### src/rtl/eightto3_pending_encoder_pkg.sv
// ============================================================================
// Module   : eightto3_pending_encoder_pkg
// Brief    : Shared widths, state encoding and code-to-one-hot mapping.
// Revision : 1.0
// ============================================================================
`default_nettype none

package eightto3_pending_encoder_pkg;

  localparam int N_REQ  = 8;
  localparam int CODE_W = 3;

  typedef enum logic [0:0] {
    IDLE    = 1'b0,
    PRESENT = 1'b1
  } state_t;

  // Same mapping as the 3-to-8 decoder: code k lights bit k.
  function automatic logic [N_REQ-1:0] onehot3(input logic [CODE_W-1:0] code);
    logic [N_REQ-1:0] w_oh;
    w_oh       = '0;
    w_oh[code] = 1'b1;
    return w_oh;
  endfunction

endpackage

`default_nettype wire

### src/rtl/eightto3_pending_encoder_if.sv
// ============================================================================
// Module   : eightto3_pending_encoder_if
// Brief    : Request/code handshake bundle between a requester and the encoder.
// Revision : 1.0
// ============================================================================
`default_nettype none

interface eightto3_pending_encoder_if;

  logic                                        en;
  logic [eightto3_pending_encoder_pkg::N_REQ-1:0]  req;
  logic                                        ack;
  logic [eightto3_pending_encoder_pkg::CODE_W-1:0] code;
  logic                                        valid;
  logic [3:0]                                  pend_cnt;
  logic                                        coalesce;

  modport master (
    output en, req, ack,
    input  code, valid, pend_cnt, coalesce
  );

  modport slave (
    input  en, req, ack,
    output code, valid, pend_cnt, coalesce
  );

endinterface

`default_nettype wire

### src/rtl/eightto3_pending_encoder_prio_pick8.sv
// ============================================================================
// Module   : prio_pick8
// Brief    : Combinational 8-bit priority select returning the winning index.
// Revision : 1.0
// ============================================================================
`default_nettype none

module prio_pick8 #(
  parameter bit HIGH_FIRST = 1'b1
) (
  input  logic [7:0] x,
  output logic [2:0] idx
);

  generate
    if (HIGH_FIRST) begin : g_high_first
      // Ascending scan: the last hit is the highest set bit.
      always_comb begin
        idx = '0;
        for (int i = 0; i < 8; i++) begin
          if (x[i]) idx = 3'(i);
        end
      end
    end else begin : g_low_first
      always_comb begin
        idx = '0;
        for (int i = 7; i >= 0; i--) begin
          if (x[i]) idx = 3'(i);
        end
      end
    end
  endgenerate

endmodule

`default_nettype wire

### src/rtl/eightto3_pending_encoder.sv
// ============================================================================
// Module   : eightto3_pending_encoder
// Brief    : Registered 8-to-3 priority encoder with pending capture and
//            valid/ack delivery of one code at a time.
// Revision : 1.0
// ============================================================================
`default_nettype none

module eightto3_pending_encoder
  import eightto3_pending_encoder_pkg::*;
#(
  parameter bit HIGH_FIRST = 1'b1
) (
  input  logic                      clk,
  input  logic                      rst,
  eightto3_pending_encoder_if.slave bus
);

  state_t              r_state;
  state_t              w_state_next;
  logic [N_REQ-1:0]    r_pending;
  logic [CODE_W-1:0]   r_code;
  logic [CODE_W-1:0]   w_code_next;
  logic [3:0]          r_pend_cnt;
  logic [3:0]          w_cnt_next;
  logic                r_coalesce;
  logic                w_coalesce_next;
  logic [N_REQ-1:0]    w_clr;
  logic [N_REQ-1:0]    w_set;
  logic [N_REQ-1:0]    w_pend_next;
  logic [CODE_W-1:0]   w_pick;

  prio_pick8 #(
    .HIGH_FIRST (HIGH_FIRST)
  ) u_pick (
    .x   (w_pend_next),
    .idx (w_pick)
  );

  // Capture terms: a same-cycle set beats the clear so a re-request re-arms.
  always_comb begin
    w_clr           = (r_state == PRESENT && bus.ack) ? onehot3(r_code) : '0;
    w_set           = bus.req & {N_REQ{bus.en}};
    w_pend_next     = (r_pending & ~w_clr) | w_set;
    w_coalesce_next = |(w_set & r_pending & ~w_clr);
    w_cnt_next      = '0;
    for (int i = 0; i < N_REQ; i++) begin
      w_cnt_next = w_cnt_next + {3'b000, w_pend_next[i]};
    end
  end

  always_comb begin
    w_state_next = r_state;
    w_code_next  = r_code;
    case (r_state)
      IDLE: begin
        if (|w_pend_next) begin
          w_state_next = PRESENT;
          w_code_next  = w_pick;
        end
      end
      PRESENT: begin
        if (bus.ack) begin
          if (|w_pend_next) begin
            w_code_next = w_pick;
          end else begin
            w_state_next = IDLE;
          end
        end
      end
      default: w_state_next = IDLE;
    endcase
  end

  always_ff @(posedge clk or posedge rst) begin
    if (rst) begin
      r_state    <= IDLE;
      r_pending  <= '0;
      r_code     <= '0;
      r_pend_cnt <= '0;
      r_coalesce <= 1'b0;
    end else begin
      r_state    <= w_state_next;
      r_pending  <= w_pend_next;
      r_code     <= w_code_next;
      r_pend_cnt <= w_cnt_next;
      r_coalesce <= w_coalesce_next;
    end
  end

  assign bus.code     = r_code;
  assign bus.valid    = (r_state == PRESENT);
  assign bus.pend_cnt = r_pend_cnt;
  assign bus.coalesce = r_coalesce;

endmodule

`default_nettype wire

### src/flat_wrapper.sv
// flat-port wrapper written by rule: the top's interface ports become plain ports
module eightto3_pending_encoder_flat import eightto3_pending_encoder_pkg::*;
#(
  parameter bit HIGH_FIRST = 1'b1
)
  (clk, rst, bus_en, bus_req, bus_ack, bus_code, bus_valid, bus_pend_cnt, bus_coalesce);
  eightto3_pending_encoder_if bus_i ();
  input  logic clk;
  input  logic rst;
  input wire logic [$bits(bus_i.en)-1:0] bus_en;
  input wire logic [$bits(bus_i.req)-1:0] bus_req;
  input wire logic [$bits(bus_i.ack)-1:0] bus_ack;
  output wire logic [$bits(bus_i.code)-1:0] bus_code;
  output wire logic [$bits(bus_i.valid)-1:0] bus_valid;
  output wire logic [$bits(bus_i.pend_cnt)-1:0] bus_pend_cnt;
  output wire logic [$bits(bus_i.coalesce)-1:0] bus_coalesce;
  assign bus_i.en = bus_en;
  assign bus_i.req = bus_req;
  assign bus_i.ack = bus_ack;
  assign bus_code = bus_i.code;
  assign bus_valid = bus_i.valid;
  assign bus_pend_cnt = bus_i.pend_cnt;
  assign bus_coalesce = bus_i.coalesce;
  eightto3_pending_encoder #(.HIGH_FIRST(HIGH_FIRST)) u_core (.clk(clk), .rst(rst), .bus(bus_i));
endmodule
### config.mk
export PLATFORM = sky130hd
export DESIGN_NAME = eightto3_pending_encoder_flat
export DESIGN_NICKNAME = d
export VERILOG_FILES = /design/src/rtl/eightto3_pending_encoder_pkg.sv /design/src/rtl/eightto3_pending_encoder_if.sv /design/src/rtl/eightto3_pending_encoder_prio_pick8.sv /design/src/rtl/eightto3_pending_encoder.sv /design/src/flat_wrapper.sv
export SDC_FILE = /design/constraint.sdc
export NUM_CORES = 1
export LEC_CHECK = 0
export BUFFER_PORTS_ARGS = -buffer_cell sky130_fd_sc_hd__buf_2
export CORE_AREA = 4 4 52 54
export CTS_CLUSTER_SIZE = 14
export DETAILED_ROUTE_END_ITERATION = 16
export DIE_AREA = 0 0 56 58
export PLACE_DENSITY = 0.69
export SLEW_MARGIN = 20
export SYNTH_ARGS = -nofsm -noshare
export SYNTH_HDL_FRONTEND = slang
export SYNTH_SLANG_ARGS = --single-unit
### constraint.sdc
create_clock -name clk -period 3.2 [get_ports clk]
set_input_delay 0.16 -clock clk [delete_from_list [all_inputs] [get_ports clk]]
set_output_delay 0.16 -clock clk [all_outputs]
set_load 0.005 [all_outputs]
==> summary.md <==
| Metric | Value |
|---|---|
| Synthesis-stage register bit count | `17` |
| Cell family with most CP delay | `buffers and inverters` |
| Grt met1 use | `0.2003` |
| Leakage Power | `roughly 0.72 nW` |
| Unique masters post-synth | `33` |
| DR vias | `approximately 960` |
| Worst-margin pin slew | `0.6917 ns` |
| Dpl ws | `-0.04398 ns` |
| Max-slew violation count | `0` |
| WP data required | `between 3 and 4 ns` |
| Detailed Routing Iterations Pass 1 | `4` |
| Slew HR | `0.5383` |
| Status | `finished, violations left` |
| Power Density | `561.4 nW/um^2` |
| Final setup viols | `3` |
| CP arrival | `3.48 ns` |
| DP Wirelength | `1799 um` |
| R2R Setup Slk | `-0.08 ns` |
| Hold_sp | `bus_req[7]` |
| Worst setup margin | `-0.08102 ns` |
| Wirelength, routed | `approximately 2800 um` |
| Fraction of layout instances using a drive strength above 1 | `0.4691` |
| Slowest stage delay, CP | `0.42 ns` |
| GR Overflow Total | `0` |
| Hold Violations, Final | `0` |
| Row count | `17` |
| Setup TNS | `-0.1434 ns` |
| Busiest grt layer | `met2` |
| Tot GR Track Use | `0.1864` |
| IR Drop Worst-Case VDD | `0.5116 mV` |
| CP Capture Type | `register` |
| CP cell instances | `nand3b_4 -> o31ai_4 -> nand2_2 -> buf_4 -> buf_4 -> buf_4 -> buf_4 -> buf_4 -> buf_4 -> buf_4 -> buf_4 -> buf_4 -> buf_4 -> buf_4 -> buf_4 -> buf_4 -> buf_4 -> buf_4 -> buf_4 -> buf_4 -> buf_6 -> buf_6` |
| Layout fillers | `180` |
| Post-layout util | `0.6708` |
| Worst reg2reg endpoint | `u_core.r_pending[0]` |
| Clk_lat worst skew | `0.29 ns` |
| Ports | `21` |
| Drt via density | `5.042` |
| Final period util | `1.025` |
| Cell taking the most area after synthesis | `dfrtp_1` |
| Wire length per cell | `between 10 and 15 um` |
| Worst hold stages | `3` |
| TritonCTS Buffers | `3` |
| M2 GR Usage | `0.3639` |
| Die area | `3248 um^2` |
| Final Power | `0.0008331 W` |
| Area contributors post-synth | `dfrtp_1 41%, fa_1 7.7%, inv_1 6.9%` |
| Vias in the first global route | `1023` |
| Hold EP | `u_core.r_pending[7]` |
| CP max stage cell | `dfrtp_1` |
| IO Port Bufs | `20` |
| Post-synthesis cell count | `105` |
| RR Startpoint | `u_core.bus.code[0]` |
| Post-Syn Area | `1036 um^2` |
| Failing checks | `setup timing` |
| Area grow syn2layout | `43.24%` |
| Syn nets | `around 120` |
| Synthesized area per cell | `between 9 and 10 um^2` |
| Starting Density | `0.4683` |
| Drc violations | `0` |
| Max_cap viols | `0` |
| Type of the worst setup path | `register to register` |
| Placed Instance Area | `1261 um^2` |
| Routability cong. | `0.8330` |
| Die Wd | `approximately 56 um` |
| Clock-pin slew on the worst setup and hold paths | `0.10 ns` |
| DR iter-0 viols | `23` |
| FF-to-FF path depth | `22` |
| CTS Buffer Depth | `2` |
| H-tree Lvls | `1` |
| Initial antenna violation count | `0` |
| Pin count of the biggest net entering global routing | `18` |
| Most frequent cell on the critical path | `buf_4` |
| Post-synth top area share | `0.4106` |
| Seq/Total Area, Yosys | `0.4106` |
| Root Buffer | `clkbuf_4` |
| CP bufs+invs | `19` |
| Core Box Area | `between 2000 and 2500 um^2` |
| Final Cell Area | `1484 um^2` |
| Crit path launch type | `register` |
| Yosys Warn Count | `0` |
| Worst Skew | `0.008082 ns` |
| GR Util met3 | `0.02450` |
| Clock tree from TritonCTS | `built` |
| Final ANT Viol Nets | `0` |
| Global-route wire length before repair | `4602 um` |
| Die Ht | `58 um` |
| Clk sinks | `17` |
| RSZ-0062 raised after global routing | `yes` |
| Tmin final | `approximately 3.3 ns` |
| Worst Hold Class | `input pin to register` |
| Fmax | `0.3048 GHz` |
| Critical Path Fanout Max | `4` |
| Net count reported at finish | `182` |
| Antenna cells | `0` |
-- registers in the layout, summed over array words and instances (netlist names) --
register             cells
u_core.bus.code          3
u_core.bus.pend_cnt      4
u_core.bus.coalesce      1
u_core.bus.valid         1
u_core.r_pending         8
-- how the worst max path moves through the flow --
stage / startpoint / endpoint / slack (ns) / depth (start not counted)
CTS: u_core.bus.code[0] / u_core.bus.pend_cnt[1] / -0.04 / 12
floorplan: u_core.bus.code[0] / u_core.bus.pend_cnt[1] / 0.006 / 12
global placement: u_core.bus.code[0] / u_core.bus.pend_cnt[1] / 0.008 / 12
detailed placement: u_core.bus.code[0] / u_core.bus.pend_cnt[1] / -0.04 / 12
global route: u_core.bus.code[0] / u_core.r_pending[0] / -0.17 / 22
finish: u_core.bus.code[0] / u_core.r_pending[0] / -0.08 / 22
-- layer usage --
metal  routed length [um]  vias up
met5                    0        -
met4                   55        0
met2                 1476       31
li1                     -      462
met3                  122        8
met1                 1128      457
-- cells in the final DEF, fill, tap and decap left out, drive strengths merged, types with 2 or more instances in the layout --
| master | instances |
|---|---|
| dfrtp | 17 |
| nand2 | 17 |
| clkbuf | 4 |
| o22ai | 2 |
| o31ai | 3 |
| mux2i | 2 |
| o21a | 2 |
| a21boi | 2 |
| o21ai | 8 |
| buf | 53 |
| a21oi | 5 |
| nand2b | 3 |
| nor2 | 4 |
| nand3 | 3 |
| fa | 4 |
| ha | 3 |
| nand3b | 2 |
| nand4 | 2 |
| a211oi | 2 |
| inv | 19 |
-- metrics by stage --
step	cells	hold WS, ns
after detailed placement	162	0.2946
after floorplan	105	0.08607
after global routing	190	0.2078
after global placement	162	0.2770
final	190	0.2025
after CTS	188	0.1849
-- cell usage after synthesis (all sizes together) --
library cell and instances:
o21a 2, nand2 17, mux2 1, clkbuf 1
xnor2 1, nand2b 3, nor2b 1, a21boi 2
dfrtp 17, fa 4, nor2 4, nand4 2
inv 19, a31oi 1, o31ai 3, nand3b 2
a21oi 5, a211oi 2, mux2i 2, o21ai 8
nand3 3, ha 3, o22ai 2
-- tightest hold or removal path: stages --
cell and delay [ns]:
buf_2 0.10, nand2_1 0.05, nand2_1 0.12
-- logic make-up (layout without fill, tap and decap cells) --
| family | after synthesis | count (layout) | share of synthesized area |
|---|---|---|---|
| adder cells (fa/ha/maj) | 7 | 7 | 0.1135 |
| AO/OA/AOI/OAI | 25 | 25 | 0.1787 |
| AND/OR/NAND/NOR | 32 | 32 | 0.1860 |
| buffers and inverters | 20 | 77 | 0.07246 |
| flip-flops | 17 | 17 | 0.4106 |
| XOR/XNOR | 1 | 1 | 0.008456 |
| multiplexers | 3 | 3 | 0.03019 |
-- area by class of cell --
type / instances / area, um^2 / area share
clock buffer: 4 / 26.28 / 0.01771
inverter: 19 / 71.32 / 0.04806
multi-input combinational: 68 / 559.3 / 0.3769
sequential: 17 / 426.7 / 0.2875
tap: 28 / 35.03 / 0.02361
timing repair buffer: 54 / 365.4 / 0.2462
-- where the power goes --
part	internal [W]	leakage (nW)	switching (W)	total [W]
combinational	0.000193	0.533	0.000220	0.000412
clock	0.0000483	0.0150	0.0000669	0.000115
sequential	0.000274	0.172	0.0000315	0.000306
total	0.000515	0.719	0.000318	0.000833
-- timing repair --
action / 4_1_cts / 5_1_grt
endpoints found under the setup margin: 2 / 4
hold buffers: 1 / 0
pin swaps: 6 / 1
buffers inserted: 21 / 2
hold endpoints to repair: 17 / 0
gates resized for setup: 5 / 2
Note: power is estimated with default switching activity, not from simulation.
